--- src/rtl/decode_stage.sv ---
// decode_stage: registered RV32I/RV64I instruction decode between IF/ID and ID/EX.
// Splits the instruction into fields, zeroes the fields its format does not use,
// builds the sign-extended immediate and operand-use flags, and flags illegal
// encodings. The result sits in a one-entry register with valid/ready, stall and flush.
// Optional feature: define DECODE_PERF_CNT_EN to add the perf_decoded / perf_stall counters.
module decode_stage #(
  parameter int XLEN       = 32,
  parameter int PERF_CNT_W = 32
) (
  input  logic                  clk,
  input  logic                  rst_n,
  input  logic                  in_valid,
  output logic                  in_ready,
  input  logic [31:0]           in_instr,
  input  logic [XLEN-1:0]       in_pc,
  input  logic                  flush,
  output logic                  out_valid,
  input  logic                  out_ready,
  output logic [XLEN-1:0]       out_pc,
  output logic [6:0]            opcode,
  output logic [2:0]            func3,
  output logic [6:0]            func7,
  output logic [4:0]            rs1,
  output logic [4:0]            rs2,
  output logic [4:0]            rd,
  output logic [XLEN-1:0]       imm,
  output logic                  rs1_used,
  output logic                  rs2_used,
  output logic                  rd_we,
`ifdef DECODE_PERF_CNT_EN
  output logic [PERF_CNT_W-1:0] perf_decoded,
  output logic [PERF_CNT_W-1:0] perf_stall,
`endif
  output logic                  illegal
);

  if (XLEN != 32 && XLEN != 64) begin : g_bad_xlen
    $error("decode_stage: XLEN must be 32 or 64");
  end

  localparam logic [6:0] OP_R     = 7'b0110011;
  localparam logic [6:0] OP_I     = 7'b0010011;
  localparam logic [6:0] OP_LOAD  = 7'b0000011;
  localparam logic [6:0] OP_S     = 7'b0100011;
  localparam logic [6:0] OP_B     = 7'b1100011;
  localparam logic [6:0] OP_LUI   = 7'b0110111;
  localparam logic [6:0] OP_AUIPC = 7'b0010111;
  localparam logic [6:0] OP_JAL   = 7'b1101111;
  localparam logic [6:0] OP_JALR  = 7'b1100111;

  // Immediates per format, each sign-extended from its own top bit.
  logic [XLEN-1:0] imm_i, imm_s, imm_b, imm_u, imm_j;
  assign imm_i = XLEN'($signed(in_instr[31:20]));
  assign imm_s = XLEN'($signed({in_instr[31:25], in_instr[11:7]}));
  assign imm_b = XLEN'($signed({in_instr[31], in_instr[7], in_instr[30:25],
                                in_instr[11:8], 1'b0}));
  assign imm_u = XLEN'($signed({in_instr[31:12], 12'b0}));
  assign imm_j = XLEN'($signed({in_instr[31], in_instr[19:12], in_instr[20],
                                in_instr[30:21], 1'b0}));

  logic            capture;
  logic [2:0]      d_func3;
  logic [6:0]      d_func7;
  logic [4:0]      d_rs1, d_rs2, d_rd;
  logic [XLEN-1:0] d_imm;
  logic            d_rs1_used, d_rs2_used, d_rd_we, d_illegal;

  // Accept only when not flushing and the held entry is empty or draining now.
  assign in_ready = !flush && (!out_valid || out_ready);
  assign capture  = in_valid && in_ready;

  // Combinational field extraction; unused fields stay zero.
  always_comb begin
    // NOTE: every output gets a default before the case so no path infers a latch.
    d_func3    = '0;
    d_func7    = '0;
    d_rs1      = '0;
    d_rs2      = '0;
    d_rd       = '0;
    d_imm      = '0;
    d_rs1_used = 1'b0;
    d_rs2_used = 1'b0;
    d_rd_we    = 1'b0;
    d_illegal  = 1'b0;
    // Every legal opcode ends in 2'b11, so bad low bits fall to the default arm.
    case (in_instr[6:0])
      OP_R: begin
        if (in_instr[31:25] == 7'b0000000 || in_instr[31:25] == 7'b0100000 ||
            in_instr[31:25] == 7'b0000001) begin
          d_func3    = in_instr[14:12];
          d_func7    = in_instr[31:25];
          d_rs1      = in_instr[19:15];
          d_rs2      = in_instr[24:20];
          d_rd       = in_instr[11:7];
          d_rs1_used = 1'b1;
          d_rs2_used = 1'b1;
          d_rd_we    = |in_instr[11:7];
        end else begin
          d_illegal  = 1'b1;
        end
      end
      OP_I, OP_LOAD, OP_JALR: begin
        if (in_instr[6:0] != OP_JALR || in_instr[14:12] == 3'b000) begin
          d_func3    = in_instr[14:12];
          d_rs1      = in_instr[19:15];
          d_rd       = in_instr[11:7];
          d_imm      = imm_i;
          d_rs1_used = 1'b1;
          d_rd_we    = |in_instr[11:7];
        end else begin
          d_illegal  = 1'b1;
        end
      end
      OP_S, OP_B: begin
        d_func3    = in_instr[14:12];
        d_rs1      = in_instr[19:15];
        d_rs2      = in_instr[24:20];
        d_imm      = (in_instr[6:0] == OP_S) ? imm_s : imm_b;
        d_rs1_used = 1'b1;
        d_rs2_used = 1'b1;
      end
      OP_LUI, OP_AUIPC: begin
        d_rd    = in_instr[11:7];
        d_imm   = imm_u;
        d_rd_we = |in_instr[11:7];
      end
      OP_JAL: begin
        d_rd    = in_instr[11:7];
        d_imm   = imm_j;
        d_rd_we = |in_instr[11:7];
      end
      default: d_illegal = 1'b1;
    endcase
  end

  // Valid bit: flush beats capture, capture beats drain, otherwise hold.
  always_ff @(posedge clk or negedge rst_n) begin
    // NOTE: state is updated with <= so every flop samples pre-edge values.
    if (!rst_n)          out_valid <= 1'b0;
    else if (flush)      out_valid <= 1'b0;
    else if (capture)    out_valid <= 1'b1;
    else if (out_ready)  out_valid <= 1'b0;
  end

  // Payload register: loads only on capture, so a stall freezes it.
  always_ff @(posedge clk or negedge rst_n) begin
    if (!rst_n) begin
      out_pc   <= '0;
      opcode   <= '0;
      func3    <= '0;
      func7    <= '0;
      rs1      <= '0;
      rs2      <= '0;
      rd       <= '0;
      imm      <= '0;
      rs1_used <= 1'b0;
      rs2_used <= 1'b0;
      rd_we    <= 1'b0;
      illegal  <= 1'b0;
    end else if (capture) begin
      out_pc   <= in_pc;
      opcode   <= in_instr[6:0];
      func3    <= d_func3;
      func7    <= d_func7;
      rs1      <= d_rs1;
      rs2      <= d_rs2;
      rd       <= d_rd;
      imm      <= d_imm;
      rs1_used <= d_rs1_used;
      rs2_used <= d_rs2_used;
      rd_we    <= d_rd_we;
      illegal  <= d_illegal;
    end
  end

`ifdef DECODE_PERF_CNT_EN
  // Free-running wrap-around counters of captures and stalled cycles.
  always_ff @(posedge clk or negedge rst_n) begin
    if (!rst_n) begin
      perf_decoded <= '0;
      perf_stall   <= '0;
    end else begin
      if (capture)                perf_decoded <= perf_decoded + 1'b1;
      if (out_valid && !out_ready) perf_stall  <= perf_stall + 1'b1;
    end
  end
`endif

endmodule

--- config.mk ---
export PLATFORM = sky130hd
export DESIGN_NAME = decode_stage
export DESIGN_NICKNAME = d
export VERILOG_FILES = /design/src/rtl/decode_stage.sv
export SDC_FILE = /design/constraint.sdc
export NUM_CORES = 1
export LEC_CHECK = 0
export CAP_MARGIN = 20
export CORE_MARGIN = 2
export CORE_UTILIZATION = 43
export CTS_CLUSTER_SIZE = 24
export DETAILED_ROUTE_END_ITERATION = 12
export PLACE_DENSITY = 0.8
export SYNTH_ARGS = -nofsm -noshare
export SYNTH_HDL_FRONTEND = slang
export SYNTH_SLANG_ARGS = --single-unit
--- constraint.sdc ---
create_clock -name clk -period 2.4 [get_ports clk]
set_clock_uncertainty 0.2 [all_clocks]
set_input_delay 0.24 -clock clk [delete_from_list [all_inputs] [get_ports clk]]
set_output_delay 0.24 -clock clk [all_outputs]
set_load 0.05 [all_outputs]
### After elaboration in Yosys (flattened, before gate mapping)

Cells that the tools add are included.

* bits in registers: 101
* latch bits: 0
* RAM bits: 0
* ROM bits: 0
* bits of input ports: 69
* output and inout bits: 102
* word-level logic and storage cells: 71
* memories: 0

* add/sub/neg operators: 0
* multiply operators: 0
* div/mod/pow operators: 0
* order comparisons: 0
* eq/ne operators: 12
* shifts and indexed selects: 0
* mux-type cells: 29
* bitwise logic cells: 0
* reduce and logical (&&, ||, !) cells: 17

Operator list (number)
* one-hot mux 32 bit (4 select lines): 1
* two-way mux 32 bit: 1
* one-hot mux 5 bit (3 select lines): 2
* == test 7 x 6 -> 1 bit, second input constant: 4
* two-way mux 5 bit: 5
* == test 7 bit, second input constant: 3
* == test 7 x 5 -> 1 bit, second input constant: 2
* two-way mux 7 bit: 2
* two-way mux 12 bit: 1
* one-hot mux 5 bit (2 select lines): 1
* OR reduction 5 bit: 2
* two-way mux 1 bit: 9
* one-hot mux 1 bit (3 select lines): 3
* one-hot mux 3 bit (3 select lines): 1
* == test 7 x 1 -> 1 bit, second input constant: 1
* == test 7 x 2 -> 1 bit, second input constant: 1
* logical NOT 7 bit: 1
* inequality test 7 bit, second input constant: 1
* two-way mux 3 bit: 2
* OR reduction 3 bit: 2
* logical OR 1 bit: 4
* OR reduction 2 bit: 2
* logical NOT 3 bit: 1
* nonzero test 3 bit: 1
* 3 further kinds: 5

### Logic depth before layout (Yosys ltp)

* depth in word-level cells: 6
* gate-level depth with buffers: 8
* depth with buffers taken out: 5

### Worst setup path before layout

OpenSTA, ideal clock, no wires.

* path type: register to register
* start: register out_valid
* end: register opcode[6]
* setup time: 118 ps
* arrival: 2400 ps
* required time: 2082 ps
* setup slack: -317 ps
* stages on the path, launching flop included: 8
* path buffers: 2
* period minus slack after synthesis: 2717 ps
* path through: dfrtp_1 -> nor2b_1 -> nor2_1 -> nand2_1 -> buf_2 -> buf_1 -> nand2_1 -> nand2_1

* word-level cells in the longest chain between the ends: 4

Ends and longest elaborated chain
* start, declared: line 17 `output logic out_valid,`
* start signal, assigned: line 139 `if (!rst_n) out_valid <= 1'b0;`
* start signal, assigned: line 140 `else if (flush) out_valid <= 1'b0;`
* start signal, assigned: line 141 `else if (capture) out_valid <= 1'b1;`
* logical NOT 1 bit: line 69 `assign in_ready = !flush && (!out_valid || out_ready);`
* logical OR 1 bit: line 69
* logical AND 1 bit: line 69
* via in_ready: line 13 `output logic in_ready,`
* logical AND 1 bit: line 70 `assign capture = in_valid && in_ready;`
* end signal, assigned: line 162 `opcode <= in_instr[6:0];`
* end, declared: line 20 `output logic [6:0] opcode,`

The timed path passes the listed nets, and every way through them passes these cells.
A chain may end at the register's enable or synchronous reset.

### Final worst setup path

* start: register opcode[6]
* end: output port opcode[6]

No word-level cell between the ends.

==> impl_metrics.yaml <==
floorplan:
  rows: 36
  dieWidth_um: 103
  die-area_um2: 10700
  start_util: 0.438
  ios: 171
  chipHeight_um: 103
  core-area_um2: 9680
sta:
  max_slew_margin: 0.535
  post-route-period-util: 0.847
  hold_viol_final: 0
  maxSlewViolCount: 0
  finalSetupViolations: 0
  worstMarginPinSlew_ps: 698
  fmax_mhz: 492
  fin_crit_ps: 2030
  tns_ps: 0
  rsz0062_at_grt: "no"
yosys:
  avgSynthCellArea_um2: 9.62
  synth_top_flop_cell: "dfrtp_1"
  synth_nets: 510
  ys_ff_latch: 101
  synth-edff-count: 0
  synth_area_um2: 4240
  netlist_instances: 441
  async_flop_share: 1.00
  ys_warn_count: 0
  yosysTopAreaCell: "dfrtp_1"
  yosysUniqueCellTypes: 39
  synthDominantCellAreaShare: 0.596
  yosysSeqAreaShare: 0.596
  synthTopCellsByArea: "dfrtp_1, nand2_1, a22o_1"
pwr:
  vdd.ir_drop.worst_uv: 323
  p_total_mw: 4.16
  leakagePower_nw: 2.93
  power_density_nw_per_um2: 645
layout:
  fin_area_um2: 6440
  antenna_cells: 0
  fill_cells: 771
  layout.area.seq_um2: 2530
  layout-drive-gt1-share: 0.0821
  layout.nets: 685
  multi_input_area_um2: 1590
  area_growth_pct: 51.9
  fin_cells: 754
  final_util: 0.666
grt:
  grt_pass1_wl_um: 17900
  antenna_found_initial: 0
  grt_overflow: 0
  grt_max_degree: 57
  grt_util_all_layers: 0.218
  grt_pass1_vias: 3651
worst_setup_path:
  cp_cell_sequence: "clkdlybuf4s50_1"
  startpoint_type: "register"
  critical_path.max_fanout: 2
  cp_num_buf_inv: 1
  worstPathRequired_ps: 1960
  cpMaxStageDelayCell: "clkdlybuf4s50_1"
  arrival_ps: 1590
  worstSetupPathType: "register to output pin"
  cpPeakStageDelay_ps: 840
  cp_top_family: "buffers and inverters"
  end_kind: "output pin"
outcome:
  status: "finished clean"
clock_network:
  ctsResizeCount: 0
  htree_levels: 3
  clk_pin_slew_ps: 90
  cts_tree: "yes"
  cts_root_buf: "clkbuf_8"
  clock_sinks: 101
  cts_made_buffers: 9
  clock_latency_ps: 350
  clock_path_buffers: 2
routing:
  dr_wl_met3_um: 882
  drc: 0
  ant_nets: 0
  top_layer_used: "met4"
  vias: 3843
  wl_met2_um: 5560
  wl_met1_um: 5180
  avgViaCountPerCell: 5.10
  dr.pass1.iters: 5
  detail_route.iter0.violations: 223
  wl_per_cell_um: 15.8
  routed_wl_um: 11900
place:
  dp_hpwl_um: 8910
  dp.cells: 737
  portBuffers: 170
  postPlaceCellArea_um2: 6200
  gp_congestion: 0.872
hold_path:
  hold_path.class: "primary input to register"
flow_run:
  maxCapViolations: 0
what timing repair did:
item                                   CTS  global route
hold buffers                             1             0
buffers inserted                         0             0
endpoints found under the hold margin   53             0
layer usage:
layer / vias to the layer above / GRT usage
li1: 1818 / -
met1: 1848 / 0.289
met2: 155 / 0.344
met3: 22 / 0.0517
met4: 0 / 0.0951
met5: - / 0
synth_stat cells (2+ instances only):
master    count
nand2_1     171
buf_2        11
buf_1         3
nor2b_1       9
and3b_1       2
nor2_1        9
o21ai_0      17
o21ai_1      16
clkbuf_1     12
a21oi_1      22
a21o_1        2
nor3b_1       2
dfrtp_1     101
nor3_1        4
and4b_1       2
buf_6         3
nand3_1       4
o211ai_1      4
or4_1         2
a21oi_4       2
a22o_1       24
and3_1        2
state kept, by name, summed over array words and instances (netlist names):
signal	cells
rs2	5
rs1	5
rd	5
rs2_used	1
rs1_used	1
opcode	7
out_pc	32
out_valid	1
func3	3
imm	32
rd_we	1
illegal	1
func7	7
cell families (layout without fill, tap and decap cells):
group	count (synthesis)	after routing	synth area share
compound gates	97	97	0.156
buf+inv	30	210	0.0351
flops	101	101	0.596
mux	1	1	0.00354
simple gates	212	212	0.210
worst paths after layout:
check,slack (ps),start,endpoint,cells after the start
setup / recovery,370,opcode[6],opcode[6],1
hold / removal,200,in_pc[1],out_pc[1],3
setup reg to reg,550,out_valid,rs1[2],6
hold reg to reg,280,imm[31],imm[31],2
max in group asynchronous,1090,rst_n,rs2[4],3
min in group asynchronous,250,rst_n,out_pc[9],2
worst min-delay path, cell delays in order:
cell	delay, ps
clkdlybuf4s50_1	400
nand2_1	50
nand2_1	40
cells in the final DEF, fill, tap and decap left out, types with 8 or more instances in the layout:
cell type and instances:
dfrtp_1 101, a21oi_1 22, nor2_1 8, clkbuf_8 9, o21ai_1 16, nand2_1 170, buf_4 20, o21ai_0 17
a22o_1 24, clkdlybuf4s50_1 168, nor2b_1 9
metrics by stage:
step                      worst slack [ps]  hold WS, ps
final                                  366          201
after global routing                   322          197
after CTS                              349          184
after detailed placement              90.9          123
after global placement                 150          120
after floorplan                        166         -256
report_power, final:
part           switching (mW)  internal [mW]  total (mW)
sequential             0.0571           1.81        1.87
combinational           0.659          0.372        1.03
clock                   0.575          0.689        1.26
area by class of cell:
class	instances	share of cell area
Tap cell	133	0.0258
Clock inverter	7	0.0177
Multi-Input combinational cell	310	0.246
Inverter	1	0.000582
Sequential cell	101	0.392
Clock buffer	9	0.0192
Timing Repair Buffer	193	0.298
Power figures use the tool's default switching activity.
